`src/rtl/adder_pkg.sv`:
```
// Shared types for the adder issue stage: packet layout, FSM states and the
// signed-overflow helper.
package adder_pkg;

    localparam int ADD_WIDTH = 32;
    localparam int ADD_TAG_W = 4;

    typedef struct packed {
        logic [ADD_WIDTH-1:0] a;
        logic [ADD_WIDTH-1:0] b;
        logic                 cin;
        logic                 chain;
        logic [ADD_TAG_W-1:0] tag;
    } op_pkt_t;

    typedef enum logic [1:0] {
        IDLE,
        ISSUE,
        HOLD
    } stage_state_t;

    // Two's-complement overflow: same-sign operands with a sum of the other sign.
    function automatic logic signed_ovf(input logic a_msb, input logic b_msb, input logic s_msb);
        return (a_msb == b_msb) && (s_msb != a_msb);
    endfunction

endpackage

```
`src/rtl/adder_op_fifo.sv`:
```
// Synchronous operand FIFO; DEPTH must be a power of two so pointers wrap naturally.
module adder_op_fifo #(
    parameter int DEPTH = 4,
    parameter int W     = 8
) (
    input  logic         clock,
    input  logic         reset_n,
    input  logic         push,
    input  logic         pop,
    input  logic [W-1:0] wdata,
    output logic [W-1:0] rdata,
    output logic         full,
    output logic         empty
);

    localparam int AW = $clog2(DEPTH);

    logic [W-1:0]  mem [DEPTH];
    logic [AW-1:0] wr_ptr;
    logic [AW-1:0] rd_ptr;
    logic [AW:0]   count;
    logic          do_push;
    logic          do_pop;

    assign do_push = push && !full;
    assign do_pop  = pop && !empty;
    assign full    = (count == (AW+1)'(DEPTH));
    assign empty   = (count == '0);
    assign rdata   = mem[rd_ptr];

    always_ff @(posedge clock) begin
        if (do_push) begin
            mem[wr_ptr] <= wdata;
        end
    end

    always_ff @(posedge clock or negedge reset_n) begin
        if (!reset_n) begin
            wr_ptr <= '0;
            rd_ptr <= '0;
            count  <= '0;
        end else begin
            if (do_push) begin
                wr_ptr <= wr_ptr + 1'b1;
            end
            if (do_pop) begin
                rd_ptr <= rd_ptr + 1'b1;
            end
            case ({do_push, do_pop})
                2'b10:   count <= count + 1'b1;
                2'b01:   count <= count - 1'b1;
                default: count <= count;
            endcase
        end
    end

endmodule

```
`src/rtl/adder_issue_stage.sv`:
```
// Sequences buffered operand packets onto an external combinational adder and
// returns captured results over a valid/ready handshake. WIDTH/TAG_W must match adder_pkg.
module adder_issue_stage
    import adder_pkg::*;
#(
    parameter int WIDTH = ADD_WIDTH,
    parameter int DEPTH = 4,
    parameter int TAG_W = ADD_TAG_W
) (
    input  logic             clock,
    input  logic             reset_n,
    input  logic             in_valid,
    output logic             in_ready,
    input  logic [WIDTH-1:0] in_a,
    input  logic [WIDTH-1:0] in_b,
    input  logic             in_cin,
    input  logic             in_chain,
    input  logic [TAG_W-1:0] in_tag,
    output logic [WIDTH-1:0] add_a,
    output logic [WIDTH-1:0] add_b,
    output logic             add_cin,
    input  logic [WIDTH-1:0] add_s,
    input  logic             add_cout,
    output logic             out_valid,
    input  logic             out_ready,
    output logic [WIDTH-1:0] out_s,
    output logic             out_cout,
    output logic             out_ovf,
    output logic [TAG_W-1:0] out_tag,
    output logic [15:0]      result_cnt
);

    op_pkt_t          wr_pkt;
    op_pkt_t          rd_pkt;
    logic             fifo_full;
    logic             fifo_empty;
    logic             pop;
    logic             capture;
    logic             consume;
    stage_state_t     state;
    stage_state_t     next_state;
    logic [TAG_W-1:0] tag_q;
    logic [WIDTH-1:0] last_s;
    logic             last_cout;

    always_comb begin
        wr_pkt       = '0;
        wr_pkt.a     = in_a;
        wr_pkt.b     = in_b;
        wr_pkt.cin   = in_cin;
        wr_pkt.chain = in_chain;
        wr_pkt.tag   = in_tag;
    end

    assign in_ready = !fifo_full;

    adder_op_fifo #(
        .DEPTH (DEPTH),
        .W     ($bits(op_pkt_t))
    ) u_fifo (
        .clock   (clock),
        .reset_n (reset_n),
        .push    (in_valid),
        .pop     (pop),
        .wdata   (wr_pkt),
        .rdata   (rd_pkt),
        .full    (fifo_full),
        .empty   (fifo_empty)
    );

    always_ff @(posedge clock or negedge reset_n) begin
        if (!reset_n) begin
            state <= IDLE;
        end else begin
            state <= next_state;
        end
    end

    // A result in HOLD can hand straight over to the next packet, giving one result per two cycles.
    always_comb begin
        next_state = state;
        pop        = 1'b0;
        capture    = 1'b0;
        consume    = 1'b0;
        case (state)
            IDLE: begin
                if (!fifo_empty) begin
                    pop        = 1'b1;
                    next_state = ISSUE;
                end
            end
            ISSUE: begin
                capture    = 1'b1;
                next_state = HOLD;
            end
            HOLD: begin
                if (out_valid && out_ready) begin
                    consume = 1'b1;
                    if (!fifo_empty) begin
                        pop        = 1'b1;
                        next_state = ISSUE;
                    end else begin
                        next_state = IDLE;
                    end
                end
            end
            default: next_state = IDLE;
        endcase
    end

    always_ff @(posedge clock or negedge reset_n) begin
        if (!reset_n) begin
            add_a      <= '0;
            add_b      <= '0;
            add_cin    <= 1'b0;
            tag_q      <= '0;
            out_valid  <= 1'b0;
            out_s      <= '0;
            out_cout   <= 1'b0;
            out_ovf    <= 1'b0;
            out_tag    <= '0;
            result_cnt <= '0;
            last_s     <= '0;
            last_cout  <= 1'b0;
        end else begin
            if (pop) begin
                add_a <= rd_pkt.a;
                tag_q <= rd_pkt.tag;
                if (rd_pkt.chain) begin
                    add_b   <= last_s;
                    add_cin <= last_cout;
                end else begin
                    add_b   <= rd_pkt.b;
                    add_cin <= rd_pkt.cin;
                end
            end
            if (capture) begin
                out_s     <= add_s;
                out_cout  <= add_cout;
                out_ovf   <= signed_ovf(add_a[WIDTH-1], add_b[WIDTH-1], add_s[WIDTH-1]);
                out_tag   <= tag_q;
                last_s    <= add_s;
                last_cout <= add_cout;
                out_valid <= 1'b1;
            end
            if (consume) begin
                out_valid  <= 1'b0;
                result_cnt <= result_cnt + 16'd1;
            end
        end
    end

endmodule

```
`config.mk`:
```
export PLATFORM = sky130hd
export DESIGN_NAME = adder_issue_stage
export DESIGN_NICKNAME = d
export VERILOG_FILES = /design/src/rtl/adder_pkg.sv /design/src/rtl/adder_op_fifo.sv /design/src/rtl/adder_issue_stage.sv
export SDC_FILE = /design/constraint.sdc
export NUM_CORES = 1
export LEC_CHECK = 0
export BUFFER_PORTS_ARGS = -buffer_cell sky130_fd_sc_hd__buf_4
export CORE_MARGIN = 3
export CORE_UTILIZATION = 30
export DETAILED_ROUTE_END_ITERATION = 8
export MAX_ROUTING_LAYER = met4
export SYNTH_ARGS = -nofsm -noshare
export SYNTH_HDL_FRONTEND = slang
export SYNTH_HIERARCHICAL = 1
export SYNTH_SLANG_ARGS = --single-unit
```
`constraint.sdc`:
```
create_clock -name clock -period 3.6 [get_ports clock]
set_clock_uncertainty 0.05 [all_clocks]
set_input_delay 0.72 -clock clock [delete_from_list [all_inputs] [get_ports clock]]
set_output_delay 0.72 -clock clock [all_outputs]
set_load 0.05 [all_outputs]
```
==> metrics.md <==
| Metric | Value |
|---|---|
| Syn Inst Count | about 860 |
| Ys async rst share | 0.3220 |
| Setup slack after layout | around 1200 ps |
| Largest family of logic cells by synthesized area | multiplexers |
| Reg-to-Reg End | u_fifo/count[2] |
| Largest net degree at the start of global routing | 72 |
| IO Pins | ~230 |
| H-tree Lvls | 2 |
| Worst reg2reg path depth | 10 |
| Switching pwr | roughly 7.4 mW |
| Highest clock rate | 423.9 MHz |
| Synthesis Warnings | 6 |
| Nets | roughly 1,200 |
| Clk slew on worst S/H paths | ~60 ps |
| Final Power | just under 20 mW |
| Vias in the first global route | between 8,000 and 9,000 |
| Worst r2r src | out_valid |
| Worst-skew pair later-pin latency | approximately 570 ps |
| Initial antenna violation count | 0 |
| Simple-gate area share of the yosys netlist | 0.05065 |
| DR vias/cell | between 4 and 5 |
| RSZ-0062 raised after global routing | false |
| Final setup TNS | 0 ps |
| Synthesized cell area | 15,790 um^2 |
| Startpoint Class | flip-flop |
| Hold Fails Final Rpt | 0 |
| Clock share of power | 0.231 |
| Seq pwr share | 0.377 |
| Post-cts sizing count | 0 |
| Worst vdd ir | around 0.00053 V |
| Die area | approximately 55,000 um^2 |
| Setup CP Type | flip-flop to flip-flop |
| Pleak | 7.636 nW |
| WP data required | 4030 ps |
| CTS tree | done |
| Comb pwr share | 0.393 |
| Post-synth EDFFs | between 200 and 300 |
| DP HPWL | approximately 22,000 um |
| TritonCTS Sinks | slightly above 400 |
| Effective utilization at floorplan | 0.3052 |
| #FFs+latches synth | 413 |
| CTS buffer count | 46 |
| Worst hold path class | input pin to async pin |
| Clock Tree Root | clkbuf_16 |
| Mux cell area share after synthesis | 0.1497 |
| Final WL | 35,130 um |
| Gr usage total | 0.1309 |
| Fraction of layout cells with a size suffix above 1 | 0.3761 |
| Internal | roughly 12 mW |
| Post-CTS setup buffers | 0 |
| First-pass DRT Iterations | 6 |
| Layout area overhead | 24.69% |
| Compound-gate portion of the synthesized area | 0.01268 |
| Synth Area in Adders | 0.006024 |
| Via count | 8,248 |
| Sw frac | 0.3852 |
| Syn avg cell area | approximately 18 um^2 |
| Antenna diodes | 0 |
| Outcome | completed |
| Final setup viols | 0 |
| First-pass GRT wire length | between 50,000 and 60,000 um |
| Max Slew Vio Count | 0 |
| Cts hold-fix bufs | 0 |
| Post-Place Worst Slack | around 870 ps |
| Rel. slew slack | 0.4734 |
| Ys flop type | edfxtp_1 |
| Critical path data arrival time | 2790 ps |
| Yosys cell types | 40 |
| Overflow after GRT | 0 |
| Syn nets | around 970 |
| Port Buf Inserts | between 200 and 250 |
| Worst-path maximum fanout | 6 |
| Chip height | approximately 240 um |
| Post-DR wirelength/cell | 19.16 um |
| Max-Cap Viols | 0 |
| Crit end category | flip-flop |
| Fin crit share | 0.6553 |
| Die width | between 200 and 250 um |
| Flop-to-flop setup slack | roughly 1200 ps |
| Non-filler cells, final | between 1,500 and 2,000 |
| Drt drc | 0 |
| Core box area | about 52,000 um^2 |
| Worst Max-Slew Pin Slew | about 790 ps |
| Post-synthesis sequential area ratio | 0.7434 |
| Number of routed nets with antenna violations | 0 |
| GP Congestion | ~0.71 |
| Row cnt | 83 |
| Clk buf depth | 3 |
| Post-Synth XOR/XNOR Area | 0.01165 |
| Tmin final | 2359 ps |
| Pwr per Cell Area | between 900 and 1000 nW/um^2 |
| DRT iter0 DRCs | 344 |
| Post-Place Cells | between 1,500 and 2,000 |
==> logic make-up (layout without fill, tap and decap cells) <==
kind of cell,count (synthesis),in the layout
xor+xnor,21,21
mux,143,143
fa+ha+maj,7,7
simple gates,186,186
compound gates,38,38
flops,413,413
buf+inv,51,346
==> cell usage after synthesis, types with 4 or more instances <==
library cell | n | area [um^2]
mux4_2 | 68 | 1531
buf_4 | 4 | 30.03
buf_2 | 15 | 75.07
mux2i_1 | 34 | 340.3
xnor2_1 | 13 | 113.9
ha_1 | 6 | 75.07
buf_12 | 7 | 140.1
nand2_1 | 150 | 563.0
dfrtp_1 | 133 | 3328
nand4_1 | 4 | 25.02
o21ai_1 | 33 | 165.2
clkbuf_1 | 5 | 18.77
buf_6 | 9 | 101.4
and2_1 | 4 | 25.02
nand3_1 | 5 | 25.02
mux2_2 | 37 | 416.7
xor2_1 | 8 | 70.07
edfxtp_1 | 280 | 8408
inv_1 | 10 | 37.54
nor2_1 | 9 | 33.78
==> critical path, stage by stage, from the launching register on <==
cell	delay, ps
dfrtp_1	430
nand2_1	110
a211o_4	350
clkinv_2	50
o31a_1	190
ha_1	210
inv_1	80
fa_1	430
xor2_1	150
nor2_1	110
xor2_1	140
==> worst max-delay path by stage <==
stage                          from               end  slack (ps)  cells past startpoint
floorplan                  in_valid  u_fifo/mem[0][0]         480                      2
global placement          out_ready   u_fifo/count[2]         890                     11
detailed placement        out_ready   u_fifo/count[2]         870                     11
CTS                 u_fifo/count[0]          in_ready        1220                      3
global route        u_fifo/count[2]          add_b[5]        1080                      6
finish                    out_valid   u_fifo/count[2]        1240                     10
==> flip-flops by register name, summed over array words and instances (netlist names) <==
signal         flops
u_fifo/count       3
add_cin            1
tag_q              4
out_ovf            1
out_tag            4
u_fifo/mem       280
out_valid          1
last_s            32
add_a             32
add_b             32
u_fifo/rd_ptr      2
result_cnt        16
u_fifo/wr_ptr      2
state              2
last_cout          1
==> power groups by stage <==
stage / Clock (mW) / Sequential (mW) / Combinational, mW
CTS: 4.62 / 7.33 / 7.79
detailed placement: 0 / 7.41 / 7.78
floorplan: 0 / 9.25 / 3.66
finish: 4.46 / 7.28 / 7.60
global route: 4.81 / 7.45 / 8.18
global placement: 0 / 7.35 / 7.68
==> through the flow <==
| step | hold WS (ps) | utilization | instance area, um^2 |
|---|---|---|---|
| floorplan | 374.4 | - | 15790 |
| global placement | 403.3 | 0.3527 | 18240 |
| detailed placement | 408.5 | 0.3527 | 18240 |
| CTS | 149.2 | 0.3806 | 19680 |
| global route | 167.6 | 0.3806 | 19680 |
| finish | 137.9 | 0.3806 | 19680 |
==> placed cells by master, fill, tap and decap left out, drive strengths merged, types with 4 or more instances in the layout <==
| cell | count |
|---|---|
| and2 | 4 |
| inv | 12 |
| clkinv | 12 |
| nand2 | 150 |
| nand4 | 4 |
| dfrtp | 133 |
| nor2 | 9 |
| mux4 | 70 |
| clkbuf | 71 |
| xor2 | 8 |
| nand3 | 6 |
| buf | 249 |
| ha | 6 |
| edfxtp | 280 |
| xnor2 | 13 |
| mux2 | 39 |
| mux2i | 34 |
| o21ai | 33 |
==> per-layer routing <==
layer  routed length (um)  global-route usage  vias to the layer above  part of all wire
met5                    0                   -                        -                 0
met4                  891             0.04204                        0             0.025
met3                 1747             0.03116                       56             0.050
met2                17680              0.2147                      179              0.50
met1                14820              0.1605                     4242              0.42
li1                     -                   -                     3771                 -
==> area by class of cell <==
cell class,count,area (um^2)
fillers,4837,32030
flip-flops and latches,413,11740
multi-input cells,395,3669
repair buffers,249,1936
clock buffers,71,1349
well taps,680,850.8
clock inverters,15,93.84
inverters,11,42.54
Note: power is estimated with default switching activity, not from simulation.
